===== src/rtl/risc16b_io.sv =====
// risc16b_io: memory-mapped I/O block (LED register, 32-bit cycle counter, UART transmitter).
// The UART FIFO and TX state machine are built only when RISC16B_IO_UART_EN is defined.
module risc16b_io #(
    parameter int unsigned CLKS_PER_BIT = 434,
    parameter int unsigned FIFO_DEPTH   = 4
) (
    input  logic        clk,
    input  logic        rst,
    input  logic [15:0] d_addr,
    input  logic        d_oe,
    input  logic [15:0] d_dout,
    input  logic [1:0]  d_we,
    output logic        io_sel,
    output logic [15:0] io_din,
    output logic [15:0] led,
    output logic        uart_tx
);
    localparam int unsigned IDX_W = 7;
    localparam logic [IDX_W-1:0] IDX_LED    = IDX_W'(0);
    localparam logic [IDX_W-1:0] IDX_CNT_LO = IDX_W'(1);
    localparam logic [IDX_W-1:0] IDX_CNT_HI = IDX_W'(2);
    localparam logic [IDX_W-1:0] IDX_UART   = IDX_W'(3);

    logic [IDX_W-1:0] idx;
    logic [31:0]      cnt;
    logic [15:0]      cnt_shadow;
    logic [15:0]      uart_status;
    logic             addr_lsb_unused;

    assign io_sel          = (d_addr[15:8] == 8'h7f);
    assign idx             = d_addr[7:1];
    assign addr_lsb_unused = d_addr[0];

    // LED register: d_we[0] owns the high byte, d_we[1] the low byte
    always_ff @(posedge clk or posedge rst) begin
        if (rst) begin
            led <= '0;
        end else if (io_sel && (idx == IDX_LED)) begin
            if (d_we[0]) led[15:8] <= d_dout[15:8];
            if (d_we[1]) led[7:0]  <= d_dout[7:0];
        end
    end

    // Free-running cycle counter; a CNT_LO write clears it ahead of the increment
    always_ff @(posedge clk or posedge rst) begin
        if (rst) begin
            cnt <= '0;
        end else if (io_sel && (idx == IDX_CNT_LO) && (d_we != 2'b00)) begin
            cnt <= '0;
        end else begin
            cnt <= cnt + 32'd1;
        end
    end

    // Reading the low half snapshots the high half so a 32-bit read is coherent
    always_ff @(posedge clk or posedge rst) begin
        if (rst) begin
            cnt_shadow <= '0;
        end else if (io_sel && d_oe && (idx == IDX_CNT_LO)) begin
            cnt_shadow <= cnt[31:16];
        end
    end

    always_comb begin
        io_din = '0;
        if (io_sel && d_oe) begin
            case (idx)
                IDX_LED:    io_din = led;
                IDX_CNT_LO: io_din = cnt[15:0];
                IDX_CNT_HI: io_din = cnt_shadow;
                IDX_UART:   io_din = uart_status;
                default:    io_din = '0;
            endcase
        end
    end

`ifdef RISC16B_IO_UART_EN
    localparam int unsigned PTR_W  = $clog2(FIFO_DEPTH);
    localparam int unsigned CNT_W  = PTR_W + 1;
    localparam int unsigned BAUD_W = 16;
    localparam logic [BAUD_W-1:0] BAUD_LAST = BAUD_W'(CLKS_PER_BIT - 1);

    typedef enum logic [1:0] {
        ST_IDLE,
        ST_START,
        ST_DATA,
        ST_STOP
    } tx_state_t;

    logic [7:0]        fifo_mem [FIFO_DEPTH];
    logic [PTR_W-1:0]  wr_ptr;
    logic [PTR_W-1:0]  rd_ptr;
    logic [CNT_W-1:0]  fifo_cnt;
    logic              fifo_empty;
    logic              fifo_full;
    logic              fifo_push;
    logic              fifo_wr;
    logic              fifo_pop;
    logic              baud_done;
    tx_state_t         state;
    tx_state_t         state_nxt;
    logic [BAUD_W-1:0] baud_cnt;
    logic [BAUD_W-1:0] baud_nxt;
    logic [2:0]        bit_idx;
    logic [2:0]        bit_nxt;
    logic [7:0]        tx_byte;
    logic              tx_nxt;

    assign fifo_push   = io_sel && (idx == IDX_UART) && d_we[1];
    assign fifo_empty  = (fifo_cnt == '0);
    assign fifo_full   = (fifo_cnt == CNT_W'(FIFO_DEPTH));
    // A full FIFO still accepts a push when the head is leaving on the same edge
    assign fifo_wr     = fifo_push && (!fifo_full || fifo_pop);
    assign baud_done   = (baud_cnt == BAUD_LAST);
    assign uart_status = {14'b0, fifo_full, (!fifo_empty || (state != ST_IDLE))};

    always_ff @(posedge clk or posedge rst) begin
        if (rst) begin
            wr_ptr   <= '0;
            rd_ptr   <= '0;
            fifo_cnt <= '0;
        end else begin
            if (fifo_wr)  wr_ptr <= wr_ptr + PTR_W'(1);
            if (fifo_pop) rd_ptr <= rd_ptr + PTR_W'(1);
            if (fifo_wr && !fifo_pop)      fifo_cnt <= fifo_cnt + CNT_W'(1);
            else if (!fifo_wr && fifo_pop) fifo_cnt <= fifo_cnt - CNT_W'(1);
        end
    end

    always_ff @(posedge clk) begin
        if (fifo_wr) fifo_mem[wr_ptr] <= d_dout[7:0];
    end

    always_ff @(posedge clk or posedge rst) begin
        if (rst) begin
            state    <= ST_IDLE;
            baud_cnt <= '0;
            bit_idx  <= '0;
            tx_byte  <= '0;
            uart_tx  <= 1'b1;
        end else begin
            state    <= state_nxt;
            baud_cnt <= baud_nxt;
            bit_idx  <= bit_nxt;
            uart_tx  <= tx_nxt;
            if (fifo_pop) tx_byte <= fifo_mem[rd_ptr];
        end
    end

    // Next-state logic; uart_tx is registered from the level of the state being entered
    always_comb begin
        state_nxt = state;
        baud_nxt  = baud_cnt;
        bit_nxt   = bit_idx;
        fifo_pop  = 1'b0;
        tx_nxt    = 1'b1;
        case (state)
            ST_IDLE: begin
                if (!fifo_empty) begin
                    fifo_pop  = 1'b1;
                    state_nxt = ST_START;
                    baud_nxt  = '0;
                end
            end
            ST_START: begin
                baud_nxt = baud_cnt + BAUD_W'(1);
                if (baud_done) begin
                    state_nxt = ST_DATA;
                    baud_nxt  = '0;
                    bit_nxt   = '0;
                end
            end
            ST_DATA: begin
                baud_nxt = baud_cnt + BAUD_W'(1);
                if (baud_done) begin
                    baud_nxt = '0;
                    if (bit_idx == 3'd7) state_nxt = ST_STOP;
                    else                 bit_nxt   = bit_idx + 3'd1;
                end
            end
            ST_STOP: begin
                baud_nxt = baud_cnt + BAUD_W'(1);
                if (baud_done) begin
                    baud_nxt = '0;
                    if (!fifo_empty) begin
                        fifo_pop  = 1'b1;
                        state_nxt = ST_START;
                    end else begin
                        state_nxt = ST_IDLE;
                    end
                end
            end
            default: state_nxt = ST_IDLE;
        endcase
        case (state_nxt)
            ST_START: tx_nxt = 1'b0;
            ST_DATA:  tx_nxt = tx_byte[bit_nxt];
            default:  tx_nxt = 1'b1;
        endcase
    end
`else
    logic [31:0] cfg_unused;

    assign cfg_unused  = 32'(CLKS_PER_BIT) ^ 32'(FIFO_DEPTH);
    assign uart_status = '0;
    assign uart_tx     = 1'b1;
`endif

endmodule


===== config.mk =====
export PLATFORM = sky130hd
export DESIGN_NAME = risc16b_io
export DESIGN_NICKNAME = d
export VERILOG_FILES = /design/src/rtl/risc16b_io.sv
export SDC_FILE = /design/constraint.sdc
export NUM_CORES = 1
export LEC_CHECK = 0
export CORE_ASPECT_RATIO = 1.25
export CORE_MARGIN = 2
export CORE_UTILIZATION = 46
export CTS_CLUSTER_DIAMETER = 30
export CTS_CLUSTER_SIZE = 12
export DETAILED_ROUTE_END_ITERATION = 6
export PLACE_DENSITY = 0.84
export SLEW_MARGIN = 20
export SYNTH_ARGS = -nofsm -noshare
export SYNTH_HDL_FRONTEND = slang
export SYNTH_SLANG_ARGS = --single-unit

===== constraint.sdc =====
create_clock -name clk -period 2.1 [get_ports clk]
set_clock_uncertainty 0.05 [all_clocks]
set_input_delay 0.42 -clock clk [delete_from_list [all_inputs] [get_ports clk]]
set_output_delay 0.42 -clock clk [all_outputs]
set_load 0.03 [all_outputs]

Word-level counts from Yosys, hierarchy flattened:

Index checks and enable logic that the tools add are counted.

* $lt $le $gt $ge: 0
* reduce and logical (&&, ||, !) cells: 9
* add/sub/neg operators: 1
* shift operators: 0
* div/mod/pow operators: 0
* multiplexer cells: 3
* equal/unequal tests: 3
* bitwise logic cells: 0
* multiply operators: 0

Operators by type and width (count)
* 16-bit one-hot mux with 3 select lines: 1
* 32-bit by 1-bit adder with 32-bit output (second input constant): 1
* 32-bit two-way mux: 1
* 16-bit two-way mux: 1
* 8-bit by 7-bit == test with 1-bit output (second input constant): 1
* 7-bit by 1-bit == test with 1-bit output (second input constant): 1
* 7-bit by 2-bit == test with 1-bit output (second input constant): 1
* 7-bit logical NOT: 1
* 1-bit logical AND: 5
* 2-bit AND reduction: 2
* 2-bit nonzero test: 1

* memories kept: 0
* bits in registers: 64
* memory bits (writable): 0
* bits in latches: 0
* bits of input ports: 37
* output and inout bits: 34
* memory bits (read-only): 0

Longest topological paths before layout:

* depth in word-level cells: 4
* depth in mapped cells: 7

Worst setup path before layout:

Ideal clock, no wire load.

* path type: in2out
* from: in d_addr[15]
* to: out io_din[10]
* buffers on the path: 1
* data arrival time: 1.831 ns
* stages on the path: 5
* path slack: -0.201 ns
* cells stage by stage: nand4b_1 nand4bb_1 a211o_1 clkbuf_1 nor2_1

* cells in the longest elaborated chain, start to end: 3

RTL lines
* start, declared: RTL line 9 `input logic [15:0] d_addr,`
* 8-bit by 7-bit == test with 1-bit output: RTL line 30 `assign io_sel = (d_addr[15:8] == 8'h7f);`
* 1-bit logical AND: RTL line 66 `if (io_sel && d_oe) begin`
* 16-bit two-way mux: RTL line 66
* end, declared: RTL line 14 `output logic [15:0] io_din,`

No other way between the ends.

Final worst setup path:

* from: in d_addr[15]
* to: out io_din[7]

Same word-level chain as after synthesis.

==> results.json <==
{
  "synth_edf_count": 0,
  "syn_nets": 370,
  "die_w_um": 80.5,
  "cts_inserted_buffers": 9,
  "drt-initial-drc-count": 355,
  "coreArea_um2": 7020,
  "grtUsageTotal_pct": 28.2,
  "cts_buffer_depth": 2,
  "ys_seq_area_share_pct": 47.7,
  "dieHeight_um": 99.6,
  "io_pins": 71,
  "grtUsageMet2_pct": 51.0,
  "final_nets": 491,
  "maxCapViolCount": 0,
  "final_cells": 548,
  "drc_errors": 0,
  "syn_inst": 332,
  "setup.worst_path.class": "input port to primary output",
  "via_per_inst": 6.18,
  "yosysTopAreaCell": "dfrtp_1",
  "gp_congestion": 0.848,
  "first_pass_iters": 5,
  "cts_root_buffer": "clkbuf_8",
  "worst-path-max-fanout": 5,
  "clk_pin_slew_worst_paths_ns": 0.08,
  "avgRoutedWirePerCell_um": 21.7,
  "met3_usage_pct": 5.72,
  "grt_pass1_vias": 3386,
  "grt_pass1_wl_um": 17000,
  "irDropWorstVdd_uv": 532,
  "layout-drive-gt1-share_pct": 37.6,
  "failed_checks": "setup timing",
  "initial_core_util_pct": 47.9,
  "synth_warnings": 0,
  "cts.sinks": 64,
  "ys_types": 35,
  "synthArstFlopShare_pct": 100,
  "hpwl_um": 6820,
  "final-setup-viol-count": 16,
  "rows": 34,
  "dpl.cell_count": 514,
  "grt-busiest-layer": "met2",
  "p_seq_share_pct": 44.0,
  "yosysMostFrequentCell": "dfrtp_1",
  "timing.fmax_mhz": 456,
  "overflow": 0,
  "syn_area_per_cell_um2": 10.1,
  "power_mw": 3.01,
  "fin_crit_sh_pct": 105,
  "vias": 3388,
  "fp.dieArea_um2": 8010,
  "cts_hold_buf": 0,
  "p_clk_share_pct": 41.1,
  "cp.required_ns": 1.63,
  "crit_path_end_kind": "primary output",
  "io_buffers": 68,
  "synth_top_area_share_pct": 47.7,
  "diodes": 0,
  "status": "finished with violations",
  "syn_area_um2": 3360,
  "drv_slew": 0,
  "hp-class": "input port to asynchronous set/reset pin",
  "start_kind": "input port",
  "totalWireLength_um": 11900,
  "ys_seq_elements": 64,
  "insertion_delay_ns": 0.35,
  "cts_tree": "built",
  "use_met1_pct": 29.5,
  "synthTopCellsByCount": "dfrtp_1 (64), nor2_1 (51), a21oi_1 (32), mux2_2 (32)",
  "powerDensity_nw_per_um2": 593,
  "grt_max_degree": 65,
  "synthFlopType": "dfrtp_1",
  "post-place-ws_ns": -0.448,
  "synth_area_leaders": "dfrtp_1 (48%), mux2_2 (11%), nor2_1 (5.7%)",
  "pwr-share-comb_pct": 14.9,
  "setup_ws_ns": -0.0949,
  "antenna_found_initial": 0,
  "worstPathArrival_ns": 1.72,
  "intPower_mw": 2.22,
  "rsz0062_at_grt": "true",
  "p_sw_uw": 788,
  "hold_viol": 0,
  "cts-htree-levels": 3,
  "power.share.switching_pct": 26.2,
  "ant_nets": 0,
  "leakage_nw": 2.23,
  "syn_to_final_growth_pct": 50.9,
  "min_period_ns": 2.19
}
-- critical path: stages --
cell and delay, ns:
buf_6 0.09, nand4b_1 0.20, nand4bb_4 0.27, a211o_4 0.35
buf_12 0.17, nor2_4 0.09, buf_6 0.14
-- cell families (layout without fill, tap and decap cells) --
logic type | Yosys count | in the layout | share of synthesized area (%)
other cells | 1 | 1 | 0.112
compound gates | 50 | 50 | 8.56
simple gates | 127 | 127 | 20.5
fa+ha+maj | 1 | 1 | 0.372
flops | 64 | 64 | 47.7
xor+xnor | 14 | 14 | 3.65
buf+inv | 27 | 153 | 3.69
mux | 48 | 48 | 15.5
-- sequential cells by signal, indices dropped and copies added (netlist names) --
signal      count
cnt            32
cnt_shadow     16
led            16
-- worst paths after layout --
kind                                start             end  slack (ns)  depth (start not counted)
max                            d_addr[15]       io_din[7]       -0.09                          7
max reg2reg                        cnt[5]         cnt[21]        0.05                          4
min in group clk           cnt_shadow[15]  cnt_shadow[15]        0.47                          1
max in group asynchronous             rst          cnt[5]        1.30                          3
min reg2reg                cnt_shadow[15]  cnt_shadow[15]        0.47                          1
min                                   rst          led[7]        0.41                          3
-- through the flow --
step	hold slack, ns	setup TNS, ns	area [um^2]	util (%)
6_report	0.409	-1.29	5070	72.3
2_1_floorplan	0.430	-0.00763	3460	-
5_1_grt	0.473	-1.95	5070	72.3
4_1_cts	0.432	-1.39	4930	70.3
3_5_place_dp	0.446	-26.31	4480	63.8
3_3_place_gp	0.443	-20.85	4480	63.8
-- final cells by class --
cell class | count | area, um^2
clock buffer | 11 | 151
clock inverter | 5 | 78.8
fill | 430 | 1950
inverter | 5 | 18.8
multi-input combinational | 241 | 1830
sequential | 64 | 1600
tap | 90 | 113
timing repair buffer | 132 | 1270
-- routing by layer --
metal	routed length, um	vias up	share of wire (%)
li1	-	1452	-
met1	3970	1639	33
met2	6250	223	53
met3	810	74	6.8
met4	845	0	7.1
met5	0	-	0
-- power groups by stage --
| stage | combinational (mW) | sequential [mW] | clock (mW) |
|---|---|---|---|
| finish | 0.448 | 1.32 | 1.24 |
| global route | 0.471 | 1.33 | 1.30 |
| CTS | 0.393 | 1.31 | 1.22 |
| detailed placement | 0.380 | 1.33 | 0 |
| global placement | 0.362 | 1.33 | 0 |
| floorplan | 0.168 | 1.34 | 0 |
-- placed cells by master, fill, tap and decap left out, types with 8 or more instances in the layout --
cell type and instances:
dfrtp_1 63, buf_4 55, clkdlybuf4s50_1 36, nor2_1 35, mux2_2 32, a21oi_1 28
buf_6 20, mux2i_1 16, nor2_4 16, nand3_1 14, or4_1 13, o31ai_1 11
clkbuf_8 11, nand4_1 10, xnor2_1 9, nand2_1 8
-- what timing repair did --
action | 4_1_cts | 5_1_grt
resized for setup | 76 | 17
setup buffers | 11 | 5
pin swaps | 13 | 7
setup endpoints to repair | 48 | 67
gates cloned | 1 | 3
No activity file was read; power rests on OpenSTA's default activity.
